==> config.mk <==
export PLATFORM = sky130hd
export DESIGN_NAME = stopwatch_ctrl
export DESIGN_NICKNAME = d
export VERILOG_FILES = /design/src/rtl/stopwatch_defs_pkg.sv /design/src/rtl/bcd_mmss_counter.sv /design/src/rtl/stopwatch_ctrl.sv
export SDC_FILE = /design/constraint.sdc
export NUM_CORES = 1
export LEC_CHECK = 0
export ABC_AREA = 0
export CAP_MARGIN = 40
export CORE_ASPECT_RATIO = 1.25
export CORE_MARGIN = 2
export CORE_UTILIZATION = 40
export CTS_BUF_LIST = sky130_fd_sc_hd__clkbuf_8
export DETAILED_ROUTE_END_ITERATION = 16
export GPL_TIMING_DRIVEN = 0
export PLACE_DENSITY = 0.66
export SETUP_SLACK_MARGIN = 0.02
export SLEW_MARGIN = 20
export SYNTH_ARGS = -nofsm -noshare
export SYNTH_HDL_FRONTEND = slang
export SYNTH_HIERARCHICAL = 1
export SYNTH_SLANG_ARGS = --single-unit
==> constraint.sdc <==
create_clock -name clk -period 4.4 [get_ports clk]
set_input_delay 0.88 -clock clk [delete_from_list [all_inputs] [get_ports clk]]
set_output_delay 0.88 -clock clk [all_outputs]
set_load 0.005 [all_outputs]
==> src/rtl/stopwatch_defs_pkg.sv <==
`default_nettype none
// ============================================================================
//  Module      : stopwatch_defs_pkg
//  Description : Shared stopwatch definitions: FSM state encodings, BCD
//                digit maxima and field positions inside the 16-bit MM:SS word.
//  Revision    : 1.0  initial release
// ============================================================================
package stopwatch_defs_pkg;

    // Stopwatch control states, 2-bit encoding
    typedef enum logic [1:0] {
        ST_IDLE    = 2'd0,
        ST_RUN     = 2'd1,
        ST_RUN_LAP = 2'd2,
        ST_PAUSE   = 2'd3
    } sw_state_t;

    // Largest value of a units digit and of a tens digit (seconds/minutes)
    localparam logic [3:0] C_ONES_MAX = 4'd9;
    localparam logic [3:0] C_TENS_MAX = 4'd5;

    // Bit positions of each BCD digit in {min_tens, min_ones, sec_tens, sec_ones}
    localparam int C_SEC_ONES_LSB = 0;
    localparam int C_SEC_TENS_LSB = 4;
    localparam int C_MIN_ONES_LSB = 8;
    localparam int C_MIN_TENS_LSB = 12;

endpackage
`default_nettype wire

==> src/rtl/bcd_mmss_counter.sv <==
`default_nettype none
// ============================================================================
//  Module      : bcd_mmss_counter
//  Description : Chained BCD MM:SS counter, 00:00..59:59 with silent wrap.
//                clr has priority over inc.
//  Revision    : 1.0  initial release
// ============================================================================
module bcd_mmss_counter
    import stopwatch_defs_pkg::*;
(
    input  logic        clk,
    input  logic        rst_n,
    input  logic        clr,
    input  logic        inc,
    output logic [15:0] bcd
);

    logic [3:0] r_sec_ones;
    logic [3:0] r_sec_tens;
    logic [3:0] r_min_ones;
    logic [3:0] r_min_tens;

    logic w_so_max;
    logic w_st_max;
    logic w_mo_max;
    logic w_mt_max;

    assign w_so_max = (r_sec_ones == C_ONES_MAX);
    assign w_st_max = (r_sec_tens == C_TENS_MAX);
    assign w_mo_max = (r_min_ones == C_ONES_MAX);
    assign w_mt_max = (r_min_tens == C_TENS_MAX);

    // Each digit advances only when every lower digit sits at its maximum
    always_ff @(posedge clk or negedge rst_n) begin
        if (!rst_n) begin
            r_sec_ones <= 4'd0;
            r_sec_tens <= 4'd0;
            r_min_ones <= 4'd0;
            r_min_tens <= 4'd0;
        end else if (clr) begin
            r_sec_ones <= 4'd0;
            r_sec_tens <= 4'd0;
            r_min_ones <= 4'd0;
            r_min_tens <= 4'd0;
        end else if (inc) begin
            r_sec_ones <= w_so_max ? 4'd0 : r_sec_ones + 4'd1;
            if (w_so_max) begin
                r_sec_tens <= w_st_max ? 4'd0 : r_sec_tens + 4'd1;
            end
            if (w_so_max && w_st_max) begin
                r_min_ones <= w_mo_max ? 4'd0 : r_min_ones + 4'd1;
            end
            if (w_so_max && w_st_max && w_mo_max) begin
                r_min_tens <= w_mt_max ? 4'd0 : r_min_tens + 4'd1;
            end
        end
    end

    assign bcd[C_SEC_ONES_LSB +: 4] = r_sec_ones;
    assign bcd[C_SEC_TENS_LSB +: 4] = r_sec_tens;
    assign bcd[C_MIN_ONES_LSB +: 4] = r_min_ones;
    assign bcd[C_MIN_TENS_LSB +: 4] = r_min_tens;

endmodule
`default_nettype wire

==> src/rtl/stopwatch_ctrl.sv <==
`default_nettype none
// ============================================================================
//  Module      : stopwatch_ctrl
//  Description : Stopwatch sequencer: run/pause/lap FSM, 1 Hz prescaler,
//                lap snapshot register and display select.
//  Revision    : 1.0  initial release
// ============================================================================
module stopwatch_ctrl
    import stopwatch_defs_pkg::*;
#(
    parameter int CLK_HZ = 100000000
) (
    input  logic        clk,
    input  logic        rst_n,
    input  logic        start_pulse,
    input  logic        lap_pulse,
    output logic [15:0] live_bcd,
    output logic [15:0] disp_bcd,
    output logic        running,
    output logic        lap_active
);

    localparam int                    C_PRESC_W   = (CLK_HZ > 2) ? $clog2(CLK_HZ) : 1;
    localparam logic [C_PRESC_W-1:0] C_PRESC_MAX = C_PRESC_W'(CLK_HZ - 1);

    sw_state_t              r_state;
    sw_state_t              w_state_next;
    logic [C_PRESC_W-1:0]   r_presc;
    logic [15:0]            r_snapshot;

    logic w_lap_eff;
    logic w_counting;
    logic w_tick;
    logic w_clear_all;
    logic w_take_snap;

    // start wins when both buttons fire together
    assign w_lap_eff   = lap_pulse & ~start_pulse;
    // Increment decisions look only at the state before the edge
    assign w_counting  = (r_state == ST_RUN) || (r_state == ST_RUN_LAP);
    assign w_tick      = w_counting && (r_presc == C_PRESC_MAX);
    assign w_clear_all = (r_state == ST_IDLE) || ((r_state == ST_PAUSE) && w_lap_eff);
    assign w_take_snap = (r_state == ST_RUN) && w_lap_eff;

    // State register
    always_ff @(posedge clk or negedge rst_n) begin
        if (!rst_n) begin
            r_state <= ST_IDLE;
        end else begin
            r_state <= w_state_next;
        end
    end

    // Next-state decode from the two button pulses
    always_comb begin
        w_state_next = r_state;
        case (r_state)
            ST_IDLE: begin
                if (start_pulse) w_state_next = ST_RUN;
            end
            ST_RUN: begin
                if (start_pulse)    w_state_next = ST_PAUSE;
                else if (lap_pulse) w_state_next = ST_RUN_LAP;
            end
            ST_RUN_LAP: begin
                if (start_pulse)    w_state_next = ST_PAUSE;
                else if (lap_pulse) w_state_next = ST_RUN;
            end
            ST_PAUSE: begin
                if (start_pulse)    w_state_next = ST_RUN;
                else if (lap_pulse) w_state_next = ST_IDLE;
            end
            default: w_state_next = ST_IDLE;
        endcase
    end

    // Prescaler: counts while running, holds in pause, zero otherwise
    always_ff @(posedge clk or negedge rst_n) begin
        if (!rst_n) begin
            r_presc <= '0;
        end else if (w_clear_all) begin
            r_presc <= '0;
        end else if (w_counting) begin
            r_presc <= w_tick ? '0 : r_presc + 1'b1;
        end
    end

    // Lap snapshot captures the pre-increment live value
    always_ff @(posedge clk or negedge rst_n) begin
        if (!rst_n) begin
            r_snapshot <= 16'h0000;
        end else if (w_take_snap) begin
            r_snapshot <= live_bcd;
        end
    end

    bcd_mmss_counter u_counter (
        .clk   (clk),
        .rst_n (rst_n),
        .clr   (w_clear_all),
        .inc   (w_tick),
        .bcd   (live_bcd)
    );

    assign running    = (r_state == ST_RUN) || (r_state == ST_RUN_LAP);
    assign lap_active = (r_state == ST_RUN_LAP);
    assign disp_bcd   = lap_active ? r_snapshot : live_bcd;

endmodule
`default_nettype wire

==> impl_metrics.json <==
{
  "outcome": "completed",
  "synthMuxAreaShare_pct": 11.19,
  "leading_cell_type_in_the_layout_fill_and_taps_excluded": "sky130_fd_sc_hd__dfrtp_1",
  "synthCells": 329,
  "drv_cap": 0,
  "drt_first_pass_iters": 4,
  "finalInstanceArea_sq_um": 4205,
  "post-place-cells": 467,
  "synth-edff-count": 0,
  "worst_skew_pair.late_latency_ps": 350,
  "synth.top_cells.by_area": "sky130_fd_sc_hd__dfrtp_1 44%, sky130_fd_sc_hd__mux2_2 10%, sky130_fd_sc_hd__ha_1 4.7%",
  "wl_per_cell_microns": 16.02,
  "antenna_found_initial": 0,
  "worst-endpoint-required_ps": 3520,
  "insertedDiodeCount": 0,
  "critPathBufInv": 4,
  "final_period_minus_worst_setup_slack_ps": 3795,
  "path_max_fanout": 10,
  "globalRouteMet2Util_pct": 29.87,
  "fp.dieArea_sq_um": 9489,
  "global_route.overflow_total": 0,
  "clock_sinks": 61,
  "post_cts.repair.setup_buffers": 0,
  "final_standard_cell_count_with_taps_included_and_fillers_excluded": 484,
  "share_clk_of_total_power_pct": 24.5,
  "globalRoute.busiestLayer": "met2",
  "synthesis.area_sq_um": 3488,
  "worst_pin_slew_ps": 692.9,
  "most_frequent_cells_in_the_layout": "61 x sky130_fd_sc_hd__dfrtp_1, 36 x sky130_fd_sc_hd__clkdlybuf4s50_1, 32 x sky130_fd_sc_hd__mux2_2",
  "post_synth_and_or_nand_nor_area_fraction_pct": 22.38,
  "cellInternalPower_mw": 1.298,
  "growth_of_design_area_from_synthesis_to_finish_pct": 20.55,
  "critical_path.endpoint_type": "output port",
  "synth_fa_ha_area_share_pct": 4.663,
  "tritoncts": "yes",
  "leakage_power_nw": 1.848,
  "final_sum_of_negative_setup_slack_ps": 0,
  "routed-via-count": 2711,
  "core_region_area_sq_um": 8558,
  "routed_wl_microns": 7755,
  "post-route-period-util_pct": 86.25,
  "io_pins": 38,
  "antenna_left": 0,
  "grt_first_pass_wirelength_microns": 13370,
  "synth-seq-cells": 61,
  "synth-compound-area-share_pct": 9.935,
  "synth_top_family_by_area": "simple AND/OR/NAND/NOR gates",
  "floorplan.die.height_microns": 108.4,
  "utilization_pct": 49.14,
  "nNetsFinal": 396,
  "clock_transition_time_at_the_flip_flop_clock_pins_of_the_worst_setup_and_hold_paths_ps": 70,
  "slowest_delay_ps": 530,
  "timing.clock.skew_ps": 9.314,
  "effective_utilization_at_floorplan_pct": 40.76,
  "synth_sequential_area_ratio_pct": 43.76,
  "global_placer_s_final_weighted_congestion": 0.7815,
  "worstPathArrival_ps": 2920,
  "final_hold_viol_count": 0,
  "post_route_cells_drive_above_1_share_pct": 17.97,
  "grt_setup_unrepaired": "no",
  "cts_max_level": 3,
  "numCtsBuffers": 9,
  "switching_share_pct": 36.19,
  "maximum_number_of_pins_on_one_net_before_global_route_repair": 50,
  "cpLargestDelayFamily": "buffers and inverters",
  "achievable-frequency_mhz": 263.5,
  "type_of_the_worst_setup_path": "reg -> out",
  "use_met1_pct": 22.66,
  "postPlaceCellArea_sq_um": 4009,
  "power_per_cell_area_nw_per_um2": 483.9,
  "synth-async-reset-ratio_pct": 100.0,
  "yosysUniqueCellTypes": 58,
  "critPathLaunchType": "flop",
  "row_count": 38,
  "yosysTopAreaCellShare_pct": 43.76,
  "seq_power_share_pct": 37.6,
  "cts-root-buf": "sky130_fd_sc_hd__clkbuf_8",
  "drc": 0,
  "yosys_most_used_dff": "sky130_fd_sc_hd__dfrtp_1",
  "place.port_buffers": 37,
  "dp.final_hpwl_microns": 5387,
  "place_ws_ps": 621.4,
  "grt.met3_usage_pct": 4.733,
  "finalSetupViolations": 0,
  "cts_repair_resize_count": 0,
  "vdd_ir_drop_max_mv": 0.2802,
  "critical_path.most_common_cell": "sky130_fd_sc_hd__clkbuf_1",
  "post_synth.cell_area_avg_sq_um": 10.60,
  "postSynthNetCount": 346,
  "synth_top_cell_by_area": "sky130_fd_sc_hd__dfrtp_1",
  "dr.first_iter.drc_count": 154,
  "route.detailed.vias_per_inst": 5.601,
  "power_switching_mw": 0.7365,
  "final_max_slew_viol_count": 0,
  "cts-hold-fix-buffers": 0,
  "all_layer_global_routing_usage_pct": 18.16,
  "die_width_microns": 87.53,
  "comb_power_share_pct": 38.0,
  "hold_class": "in -> async",
  "layout_setup_ws_ps": 604.8,
  "grt_pass1_vias": 2771,
  "crit_path_cell_trace": "inv_1 > ha_1 > clkbuf_1 > clkbuf_1 > mux2_2 > clkdlybuf4s50_1",
  "yosys_warnings": 6,
  "clockBufferDepth": 2,
  "critPathSlowestCell": "sky130_fd_sc_hd__clkbuf_1",
  "synth-xor-area-share_pct": 5.273,
  "headroom_to_the_max_slew_limit_pct": 53.46
}
## stage by stage
step	total power, mW	hold WS (ps)
floorplan	1.221	473.7
global placement	1.516	481.3
detailed placement	1.547	491.6
CTS	2.050	360.4
global route	2.178	371.8
finish	2.035	368.4
## layer usage
| layer | vias up | routed length, microns |
|---|---|---|
| met5 | - | 0 |
| met4 | 0 | 147 |
| met3 | 13 | 254 |
| met2 | 56 | 3893 |
| met1 | 1346 | 3458 |
| li1 | 1296 | - |
## worst reg2reg max path: stages (launching register included)
cell                      delay, ps
sky130_fd_sc_hd__dfrtp_1        440
sky130_fd_sc_hd__inv_1          100
sky130_fd_sc_hd__ha_1           400
sky130_fd_sc_hd__nand4_1        310
sky130_fd_sc_hd__nor4_4         650
sky130_fd_sc_hd__nand2_4        170
sky130_fd_sc_hd__inv_1          200
sky130_fd_sc_hd__and4b_1        240
sky130_fd_sc_hd__buf_6          150
sky130_fd_sc_hd__a21oi_4         90
sky130_fd_sc_hd__or4_4          560
sky130_fd_sc_hd__o31ai_1        240
## registers in the layout (all words and copies together), names as in the netlist
name and count:
u_counter/r_min_tens 4, u_counter/r_sec_tens 4, u_counter/r_sec_ones 4, r_presc 27
r_snapshot 16, r_state 2, u_counter/r_min_ones 4
## cells by family (layout without fill, tap and decap cells)
| family | count (synthesis) | in the layout |
|---|---|---|
| compound gates | 54 | 54 |
| fa+ha+maj | 13 | 13 |
| xor+xnor | 21 | 21 |
| buf+inv | 22 | 77 |
| mux | 35 | 35 |
| simple gates | 123 | 123 |
| flops | 61 | 61 |
## power groups by stage
stage	registers [mW]	clock network (mW)	logic, mW
floorplan	0.748	0	0.473
global placement	0.767	0	0.749
detailed placement	0.773	0	0.774
CTS	0.764	0.508	0.778
global route	0.784	0.536	0.858
finish	0.764	0.498	0.773
## final cells by class
type	count	area (sq um)
clock buffer	10	137.6
timing repair buffer	39	400.4
clock inverter	6	53.80
buffer	10	52.55
tap	100	125.1
multi-input combinational	246	1864
inverter	12	45.04
sequential	61	1526
fill	823	4353
## synth_stat cells, drive strengths merged (3+ instances only)
library cell / n
nand4: 7
clkbuf: 7
xnor2: 13
and4: 3
and3b: 4
nand2: 21
nor4: 4
nand3: 11
nand2b: 5
nor2: 30
mux2i: 3
xor2: 8
a31oi: 4
or2: 3
o31ai: 3
ha: 13
o21ai: 19
nand4b: 4
a21oi: 12
inv: 12
o41ai: 3
a22oi: 5
mux2: 32
and3: 5
dfrtp: 61
nor3: 9
buf: 3
## final timing paths
path                                    start  slack (ps)  cells past startpoint                       to
max in group asynchronous               rst_n        3540                      2  u_counter/r_min_ones[1]
worst min register to register  r_snapshot[9]         500                      1            r_snapshot[9]
worst max-delay path               r_state[0]         600                      6             disp_bcd[10]
worst max register to register     r_state[1]         770                     11  u_counter/r_min_tens[3]
worst min-delay path                    rst_n         370                      1  u_counter/r_sec_ones[1]
min in group clk                r_snapshot[9]         500                      1            r_snapshot[9]
Note: power is estimated with default switching activity, not from simulation.
